## config.mk

```make
export PLATFORM = sky130hd
export DESIGN_NAME = i2s_tdm_trx
export DESIGN_NICKNAME = d
export VERILOG_FILES = /design/src/rtl/i2s_tdm_trx.sv
export SDC_FILE = /design/constraint.sdc
export NUM_CORES = 1
export LEC_CHECK = 0
export ABC_AREA = 1
export BUFFER_PORTS_ARGS = -buffer_cell sky130_fd_sc_hd__buf_2
export CELL_PAD_IN_SITES_DETAIL_PLACEMENT = 0
export CELL_PAD_IN_SITES_GLOBAL_PLACEMENT = 1
export CORE_ASPECT_RATIO = 0.6
export CORE_MARGIN = 2
export CORE_UTILIZATION = 47
export DETAILED_ROUTE_END_ITERATION = 8
export PLACE_DENSITY = 0.84
export SLEW_MARGIN = 15
export SYNTH_ARGS = -nofsm -noshare
export SYNTH_HDL_FRONTEND = slang
export SYNTH_SLANG_ARGS = --single-unit
```

## constraint.sdc

```tcl
create_clock -name mclk_in -period 4.25 [get_ports mclk_in]
set_input_delay 0.425 -clock mclk_in [delete_from_list [all_inputs] [get_ports mclk_in]]
set_output_delay 0.425 -clock mclk_in [all_outputs]
set_load 0.02 [all_outputs]
```

## src/rtl/i2s_tdm_trx.sv

```systemverilog
`default_nettype none
// ============================================================================
// Module   : i2s_tdm_trx
// Brief    : Multi-slot I2S/TDM master transceiver, single mclk_in domain.
//            Define I2S_TDM_TRX_LOOPBACK_EN to add the loopback_in port.
// Revision : 1.0 - initial release
// ============================================================================
module i2s_tdm_trx #(
  parameter int CHANNELS      = 2,
  parameter int SLOT_WIDTH    = 32,
  parameter int PDATA_WIDTH   = 24,
  parameter int MCLK_DIV_SCLK = 4,
  parameter int FSYNC_MODE    = 0
) (
  input  logic                            mclk_in,
  input  logic                            arstn_in,
  output logic                            sclk_out,
  output logic                            fsync_out,
  input  logic                            sdata_in,
  output logic                            sdata_out,
  input  logic [CHANNELS*PDATA_WIDTH-1:0] tx_data_in,
  input  logic                            tx_valid_in,
  output logic                            tx_ready_out,
  output logic                            tx_underrun_out,
  output logic [CHANNELS*PDATA_WIDTH-1:0] rx_data_out,
  output logic                            rx_valid_out
`ifdef I2S_TDM_TRX_LOOPBACK_EN
  ,
  input  logic                            loopback_in
`endif
);

  localparam int c_frame = CHANNELS * SLOT_WIDTH;
  localparam int c_dw    = CHANNELS * PDATA_WIDTH;
  localparam int c_bw    = $clog2(c_frame);
  localparam int c_sw    = $clog2(SLOT_WIDTH);
  localparam int c_vw    = $clog2(MCLK_DIV_SCLK);

  localparam logic [c_vw-1:0] c_div_rise  = c_vw'(MCLK_DIV_SCLK / 2 - 1);
  localparam logic [c_vw-1:0] c_div_last  = c_vw'(MCLK_DIV_SCLK - 1);
  localparam logic [c_bw-1:0] c_bit_last  = c_bw'(c_frame - 1);
  localparam logic [c_bw-1:0] c_bit_half  = c_bw'(c_frame / 2);
  localparam logic [c_sw-1:0] c_slot_last = c_sw'(SLOT_WIDTH - 1);

  logic [c_vw-1:0]    div_cnt_q, div_cnt_d;
  logic [c_bw-1:0]    bit_cnt_q, bit_cnt_d;
  logic [c_sw-1:0]    slot_bit_q, slot_bit_d;
  logic               sclk_q, sclk_d;
  logic               fsync_q, fsync_d;
  logic               sdata_q, sdata_d;
  logic [c_frame-1:0] tx_shift_q, tx_shift_d;
  logic [c_dw-1:0]    hold_q, hold_d;
  logic               tx_ready_q, tx_ready_d;
  logic               tx_underrun_q, tx_underrun_d;
  logic [c_dw-1:0]    rx_shift_q, rx_shift_d;
  logic               rx_armed_q, rx_armed_d;
  logic [c_dw-1:0]    rx_data_q, rx_data_d;
  logic               rx_valid_q, rx_valid_d;

  logic               w_rise, w_fall, w_load, w_hs, w_rx_bit, w_rx_take;
  logic [c_bw-1:0]    w_bit_nxt;
  logic [c_sw-1:0]    w_slot_nxt;
  logic [c_frame-1:0] w_frame;
  logic [c_dw-1:0]    w_rx_next, w_rx_frame;

  // Slot k occupies the k-th SLOT_WIDTH field from the top, sample MSB-aligned.
  function automatic logic [c_frame-1:0] format_frame(input logic [c_dw-1:0] d);
    logic [c_frame-1:0] f;
    f = '0;
    for (int k = 0; k < CHANNELS; k++)
      f[c_frame-1-k*SLOT_WIDTH -: PDATA_WIDTH] = d[k*PDATA_WIDTH +: PDATA_WIDTH];
    return f;
  endfunction

  // The rx shifter holds slot 0 at the top; the port wants channel k at k*PW.
  function automatic logic [c_dw-1:0] slot_order(input logic [c_dw-1:0] s);
    logic [c_dw-1:0] r;
    r = '0;
    for (int k = 0; k < CHANNELS; k++)
      r[k*PDATA_WIDTH +: PDATA_WIDTH] = s[c_dw-1-k*PDATA_WIDTH -: PDATA_WIDTH];
    return r;
  endfunction

  always_comb begin
    w_rise     = (div_cnt_q == c_div_rise);
    w_fall     = (div_cnt_q == c_div_last);
    w_bit_nxt  = (bit_cnt_q == c_bit_last) ? '0 : bit_cnt_q + c_bw'(1);
    w_slot_nxt = (slot_bit_q == c_slot_last) ? '0 : slot_bit_q + c_sw'(1);
    w_load     = w_fall && (w_bit_nxt == c_bw'(1));
    w_hs       = tx_valid_in && tx_ready_q;
`ifdef I2S_TDM_TRX_LOOPBACK_EN
    w_rx_bit   = loopback_in ? sdata_q : sdata_in;
`else
    w_rx_bit   = sdata_in;
`endif
    // The bit on the line lags the period by one, so slot position is slot_bit-1.
    w_rx_take  = (slot_bit_q == '0) ? (PDATA_WIDTH == SLOT_WIDTH)
                                    : (int'(slot_bit_q) <= PDATA_WIDTH);
    w_rx_next  = {rx_shift_q[c_dw-2:0], w_rx_bit};
    w_rx_frame = w_rx_take ? w_rx_next : rx_shift_q;
    w_frame    = '0;

    div_cnt_d     = w_fall ? '0 : div_cnt_q + c_vw'(1);
    bit_cnt_d     = bit_cnt_q;
    slot_bit_d    = slot_bit_q;
    sclk_d        = sclk_q;
    fsync_d       = fsync_q;
    sdata_d       = sdata_q;
    tx_shift_d    = tx_shift_q;
    hold_d        = hold_q;
    tx_ready_d    = tx_ready_q;
    tx_underrun_d = 1'b0;
    rx_shift_d    = rx_shift_q;
    rx_armed_d    = rx_armed_q;
    rx_data_d     = rx_data_q;
    rx_valid_d    = 1'b0;

    if (w_rise) begin
      sclk_d = 1'b1;
      if (w_rx_take) rx_shift_d = w_rx_next;
      if (bit_cnt_q == '0 && rx_armed_q) begin
        rx_data_d  = slot_order(w_rx_frame);
        rx_valid_d = 1'b1;
      end
      // Stream bit 0 is sampled in period 1: only from here is a frame complete.
      if (bit_cnt_q == c_bw'(1)) rx_armed_d = 1'b1;
    end

    if (w_fall) begin
      sclk_d     = 1'b0;
      bit_cnt_d  = w_bit_nxt;
      slot_bit_d = w_slot_nxt;
      fsync_d    = (FSYNC_MODE == 0) ? (w_bit_nxt >= c_bit_half) : (w_bit_nxt == '0);
    end

    if (w_load) begin
      if (!tx_ready_q) begin
        w_frame    = format_frame(hold_q);
        tx_ready_d = 1'b1;
      end else if (w_hs) begin
        w_frame = format_frame(tx_data_in);
      end else begin
        tx_underrun_d = 1'b1;
      end
      sdata_d    = w_frame[c_frame-1];
      tx_shift_d = {w_frame[c_frame-2:0], 1'b0};
    end else begin
      if (w_fall) begin
        sdata_d    = tx_shift_q[c_frame-1];
        tx_shift_d = {tx_shift_q[c_frame-2:0], 1'b0};
      end
      if (w_hs) begin
        hold_d     = tx_data_in;
        tx_ready_d = 1'b0;
      end
    end
  end

  always_ff @(posedge mclk_in or negedge arstn_in) begin
    if (!arstn_in) begin
      div_cnt_q     <= '0;
      bit_cnt_q     <= c_bit_last;
      slot_bit_q    <= c_slot_last;
      sclk_q        <= 1'b0;
      fsync_q       <= 1'b0;
      sdata_q       <= 1'b0;
      tx_shift_q    <= '0;
      hold_q        <= '0;
      tx_ready_q    <= 1'b1;
      tx_underrun_q <= 1'b0;
      rx_shift_q    <= '0;
      rx_armed_q    <= 1'b0;
      rx_data_q     <= '0;
      rx_valid_q    <= 1'b0;
    end else begin
      div_cnt_q     <= div_cnt_d;
      bit_cnt_q     <= bit_cnt_d;
      slot_bit_q    <= slot_bit_d;
      sclk_q        <= sclk_d;
      fsync_q       <= fsync_d;
      sdata_q       <= sdata_d;
      tx_shift_q    <= tx_shift_d;
      hold_q        <= hold_d;
      tx_ready_q    <= tx_ready_d;
      tx_underrun_q <= tx_underrun_d;
      rx_shift_q    <= rx_shift_d;
      rx_armed_q    <= rx_armed_d;
      rx_data_q     <= rx_data_d;
      rx_valid_q    <= rx_valid_d;
    end
  end

  assign sclk_out        = sclk_q;
  assign fsync_out       = fsync_q;
  assign sdata_out       = sdata_q;
  assign tx_ready_out    = tx_ready_q;
  assign tx_underrun_out = tx_underrun_q;
  assign rx_data_out     = rx_data_q;
  assign rx_valid_out    = rx_valid_q;

endmodule
`default_nettype wire

```

Word level (Yosys, flattened, before mapping). Cells that the tools add are included.

Input port bits: 52. Register bits: 228. Output and inout port bits: 54. Logic and storage cells: 57.

Reduce and logical (&&, ||, !) cells: 11. Mux-type cells: 20. $add $sub $neg: 3. Bitwise gates (word level): 1. $lt $le $gt $ge: 2. Equality and inequality tests: 6.

Operator list (number): $mux W64 (4); $mux W48 (1); $eq A6 B1 Y1 const B (2); $mux W1 (12); $add A6 B1 Y6 const B (1); $eq A6 B6 Y1 const B (1); $ge A6 B6 Y1 const B (1); $logic_not A6 Y1 (1); $mux W6 (1); $reduce_and A2 Y1 (3); $reduce_bool A2 Y1 (3); $add A5 B1 Y5 const B (1); $eq A5 B5 Y1 const B (1); $le A5 B5 Y1 const B (1); $logic_not A5 Y1 (1); $mux W5 (1); $logic_and A1 B1 Y1 (3); $add A2 B1 Y2 const B (1); $eq A2 B1 Y1 const B (1); $eq A2 B2 Y1 const B (1); $mux W2 (1); $not A1 Y1 (1).

Depth between registers and ports, before layout.
Depth after elaboration: 6. Gate-level depth with buffers: 13. Depth with buffers taken out: 11.

Worst setup path after synthesis. No wires, ideal clock.

Path type: register to register. Start point: register bit_cnt_q[0]. End point: register tx_shift_q[44]. Library setup time: 0.118 ns. Cell stages (with the launch flop): 13. Required time: 4.132 ns. Buffers on the path: 2. Clock period less this slack: 1.850 ns. Path slack: 2.400 ns. Data arrival time: 1.732 ns. Path through: dfstp_2 ha_1 nand2_1 clkinv_1 nand2_1 nand2_1 nand2_1 nor2_2 buf_2 buf_4 nand3_1 nand3_1 nand2_1.

Longest elaborated chain between the ends: 5. Elaborated cells between the ends (all ways): 7. Classes of those cells: add/sub: 1; eq/ne: 2; mux: 2; reduce/logical: 2.

RTL lines: from (decl) (line 46) `logic [c_bw-1:0] bit_cnt_q, bit_cnt_d;`; from (signal assigned) (line 162) `bit_cnt_q <= c_bit_last;`; from (signal assigned) (line 177) `bit_cnt_q <= bit_cnt_d;`; $add A6 B1 Y6 / $eq A6 B6 Y1 (equally long branches) (line 87) `w_bit_nxt = (bit_cnt_q == c_bit_last) ? '0 : bit_cnt_q + c_bw'(1);`; $mux W6 (*) (line 87); $eq A6 B1 Y1 (*) (line 89) `w_load = w_fall && (w_bit_nxt == c_bw'(1));`; $logic_and A1 B1 Y1 (*) (line 89); $mux W64 / $reduce_bool A2 Y1 (equally long branches); to (signal assigned) (line 182) `tx_shift_q <= tx_shift_d;`; to (decl) (line 51) `logic [c_frame-1:0] tx_shift_q, tx_shift_d;`.

Every way passes the cells marked *; elsewhere a longest branch is shown, timed or not. A chain may end at the register's enable or synchronous reset.

Final worst setup path.
Start point: register div_cnt_q[0]. End point: register hold_q[0].

Longest elaborated chain between the ends: 4.

RTL lines: from (decl) (line 45) `logic [c_vw-1:0] div_cnt_q, div_cnt_d;`; from (signal assigned) (line 176) `div_cnt_q <= div_cnt_d;`; $eq A2 B2 Y1 (line 86) `w_fall = (div_cnt_q == c_div_last);`; $logic_and A1 B1 Y1 (line 89); $not A1 Y1 (no source line); $reduce_and A2 Y1 (no source line); to (signal assigned) (line 183) `hold_q <= hold_d;`; to (decl) (line 52) `logic [c_dw-1:0] hold_q, hold_d;`.

No other way between the ends.

==> results_tabular.tex <==
\begin{tabular}{lr}
\hline
Metric & Value \\
\hline
\multicolumn{2}{l}{\textbf{Flow run}} \\
\quad Max-cap violation count & 0 \\
\multicolumn{2}{l}{\textbf{Timing}} \\
\quad Highest clock rate & 0.381 GHz \\
\quad Number of pins exceeding their max-slew limit in the final report & 0 \\
\quad Normalized max-slew margin & a little under a third \\
\quad Worst Setup Slack, final & 1.63 ns \\
\quad Endpoints failing hold & 0 \\
\quad Final period utilization & 61.8\% \\
\quad Actual slew at the worst max-slew pin & a little over 1 ns \\
\quad Worst setup skew after layout & 0.00783 ns \\
\quad Number of setup violations in the final report & 0 \\
\quad RSZ-0062 raised after global routing & false \\
\quad Setup TNS & 0 ns \\
\quad Final critical-path required period & 2.62 ns \\
\multicolumn{2}{l}{\textbf{Worst setup path}} \\
\quad Largest fanout on the critical path & between 60 and 70 \\
\quad Endpoint of the worst-slack reg-to-reg timing path & hold\_q[0]\$\_DFFE\_PN0P\_ \\
\quad R2R Path Start & div\_cnt\_q[0]\$\_DFF\_PN0\_ \\
\quad Arrival @ worst endpoint & about 3.0 ns \\
\quad Start point of the critical path & div\_cnt\_q[0]\$\_DFF\_PN0\_ \\
\quad Critical path startpoint category & flip-flop \\
\quad CP endpoint & hold\_q[0]\$\_DFFE\_PN0P\_ \\
\quad Depth of the most critical reg-to-reg path & 9 \\
\quad Endpoint type of the worst setup path & flip-flop \\
\quad WS Path Type & reg2reg \\
\quad R2R Setup Slk & about 1.6 ns \\
\quad Crit path required time & between 4 and 5 ns \\
\multicolumn{2}{l}{\textbf{Routing}} \\
\quad Number of design-rule violations left by the first detailed-router iteration & about 460 \\
\quad Total iterations of the first detailed-routing run & 5 \\
\quad Detailed Route WL & about 22000 um \\
\quad Via total after detailed routing & 8091 \\
\quad Detail Route Antenna Nets & 0 \\
\quad Detailed-route DRC error count & 0 \\
\quad Routed via count divided by cell count & approximately 4.9 \\
\quad WL/cell & 13.0 um \\
\multicolumn{2}{l}{\textbf{GRT}} \\
\quad Initial antenna violation count & 0 \\
\quad Maximum number of pins on one net before global-route repair & 131 \\
\quad Number of global-route vias before repair & between 7000 and 8000 \\
\quad First-pass GRT wire length & approximately 38000 um \\
\quad Overall global routing resource usage & approximately a fifth \\
\quad Grt ovf & 0 \\
\multicolumn{2}{l}{\textbf{Clocking}} \\
\quad Clock transition at the registers of the reported paths & 0.06 ns \\
\quad TritonCTS buffer count & 21 \\
\quad Resize count post-CTS & 0 \\
\quad Clock latency at the later pin of the worst-skew pair & between 0.4 and 0.5 ns \\
\quad Clock tree root driver cell & sky130\_fd\_sc\_hd\_\_clkbuf\_16 \\
\quad Number of sinks handled by clock tree synthesis & 219 \\
\quad TritonCTS clock tree & yes \\
\quad Post-CTS Hold Fix Bufs & 0 \\
\quad Clock buffer depth & 3 \\
\quad Post CTS Setup Buffer Count & 0 \\
\quad Max H-tree Level & 1 \\
\multicolumn{2}{l}{\textbf{Floorplanning}} \\
\quad Number of rows created at floorplan & a little over 40 \\
\quad Die ar. & approximately 0.023 mm\^{}2 \\
\quad Core region area & between 0.02 and 0.025 mm\^{}2 \\
\quad Chip width & roughly 190 um \\
\quad Initial cell density of the core & between 40 and 50\% \\
\quad Boundary pin count & approximately 110 \\
\quad Die Ht & roughly 120 um \\
\multicolumn{2}{l}{\textbf{Layout}} \\
\quad Fraction of layout instances using a drive strength above 1 & about an eighth \\
\quad Post-synthesis to final-layout area growth & 13.0\% \\
\quad Most common cell after layout, fill and taps aside & sky130\_fd\_sc\_hd\_\_nand2\_1 \\
\quad Post-route design area & around 0.012 mm\^{}2 \\
\quad Number of nets in the layout & 1431 \\
\quad Leading cell types in the layout, fill and taps excluded & sky130\_fd\_sc\_hd\_\_nand2\_1, sky130\_fd\_sc\_hd\_\_dfrtp\_1, sky130\_fd\_sc\_hd\_\_inv\_1 \\
\quad Diode insertion count for antenna repair & 0 \\
\quad Final core utilization & a little over half \\
\multicolumn{2}{l}{\textbf{Yosys}} \\
\quad Instance count of the mapped netlist & 1310 \\
\quad Fraction of synthesized cell area taken by the top area cell type & 50.5\% \\
\quad Cell taking the most area after synthesis & sky130\_fd\_sc\_hd\_\_dfrtp\_1 \\
\quad Top post-synthesis cells by area & sky130\_fd\_sc\_hd\_\_dfrtp\_1, sky130\_fd\_sc\_hd\_\_nand2\_1, sky130\_fd\_sc\_hd\_\_o21ai\_0, sky130\_fd\_sc\_hd\_\_inv\_1, sky130\_fd\_sc\_hd\_\_nand3\_1 \\
\quad Cell area after synthesis & between 0.01 and 0.015 mm\^{}2 \\
\quad Average size of a mapped cell & 7.84 um\^{}2 \\
\quad Syn Nets & around 1400 \\
\quad Proportion of synthesized chip area in sequential cells & a little over half \\
\quad Yosys warns & 0 \\
\quad Synthesis-stage register bit count & 219 \\
\quad Number of library cell types mapped by synthesis & 28 \\
\multicolumn{2}{l}{\textbf{Place}} \\
\quad Dpl hpwl & 13000 um \\
\quad Input/output buffers & between 100 and 150 \\
\quad Placed cell areas & 0.0109 mm\^{}2 \\
\quad Placer Congestion & approximately 0.76 \\
\quad Worst setup timing slack at the placement stage & between 1.5 and 2 ns \\
\multicolumn{2}{l}{\textbf{Pwr}} \\
\quad Maximum vdd ir drop & around 0.28 mV \\
\quad Static leakage & between 6 and 7 nW \\
\quad Pwr dens & approximately 380 mW/mm\^{}2 \\
\multicolumn{2}{l}{\textbf{Status}} \\
\quad Status & completed \\
\multicolumn{2}{l}{\textbf{Min path}} \\
\quad Path class of the lowest-slack min-delay path & in2async \\
\hline
\end{tabular}
## sequential cells by signal, summed over array words and instances, names as in the netlist
name / cells
fsync_out: 1
rx_shift_q: 48
rx_data_out: 48
rx_valid_out: 1
hold_q: 48
tx_underrun_out: 1
bit_cnt_q: 6
slot_bit_q: 5
tx_shift_q: 55
sclk_out: 1
rx_armed_q: 1
sdata_out: 1
tx_ready_out: 1
div_cnt_q: 2
## where the power goes
part | internal, mW | switching, mW | leakage, nW | total [mW]
clock network | 1.14 | 0.772 | 0.340 | 1.91
registers | 2.19 | 0.0547 | 2.85 | 2.24
logic | 0.115 | 0.170 | 3.05 | 0.285
## area by class of cell
class                   instances  area, um^2
fillers                      2024        9640
flip-flops and latches        219        5500
multi-input cells             820        3690
inverters                     191         717
repair buffers                117         651
clock buffers                  35         638
well taps                     279         349
clock inverters                 2        60.1
## synth_stat cells, drive strengths merged
master  count
a21boi      1
a21oi      25
buf        32
clkbuf     48
clkinv      2
dfrtp     207
dfstp      12
ha          9
inv       189
nand2     404
nand3     109
nand4       1
nor2       33
nor3        6
o21ai     228
o21bai      1
o22ai       1
or2         1
xor2        1
## critical path, cell delays in order (launching register included)
cell	delay [ns]
sky130_fd_sc_hd__dfrtp_1	0.38
sky130_fd_sc_hd__ha_2	0.58
sky130_fd_sc_hd__nand2_1	0.10
sky130_fd_sc_hd__a21oi_1	0.13
sky130_fd_sc_hd__nand2_1	0.10
sky130_fd_sc_hd__nor2_4	0.13
sky130_fd_sc_hd__nand2_2	0.06
sky130_fd_sc_hd__nand2_2	0.48
sky130_fd_sc_hd__buf_12	0.35
sky130_fd_sc_hd__o21ai_0	0.15
## per-layer routing
layer	part of all wire [%]	wire [um]	GRT usage [%]
met1	54	11700	30.4
met2	40	8670	28.9
met3	4.0	854	2.74
met4	1.4	308	3.77
met5	0	0	0
## how the worst min path moves through the flow
stage / endpoint / cells after the start
2_1_floorplan: div_cnt_q[0]$_DFF_PN0_ / 0
3_3_place_gp: div_cnt_q[0]$_DFF_PN0_ / 1
3_5_place_dp: div_cnt_q[0]$_DFF_PN0_ / 1
4_1_cts: hold_q[44]$_DFFE_PN0P_ / 1
5_1_grt: tx_underrun_out$_DFF_PN0_ / 2
6_report: hold_q[44]$_DFFE_PN0P_ / 1
## logic make-up after synthesis
| logic type | share of synthesized area, % |
|---|---|
| and+or+nand+nor | 21.8 |
| buffers and inverters | 10.7 |
| AOI/OAI and AO/OA | 12.8 |
| DFF | 53.5 |
| adders and majority gates | 1.10 |
| xor gates and xnor gates | 0.0853 |
## through the flow
stage	power, mW	cells	hold WS, ns
2_1_floorplan	2.45	1310	0.129
3_3_place_gp	2.56	1626	0.448
3_5_place_dp	2.57	1626	0.460
4_1_cts	4.50	1663	0.108
5_1_grt	4.66	1663	0.111
6_report	4.44	1663	0.0259
Power figures use the tool's default switching activity.
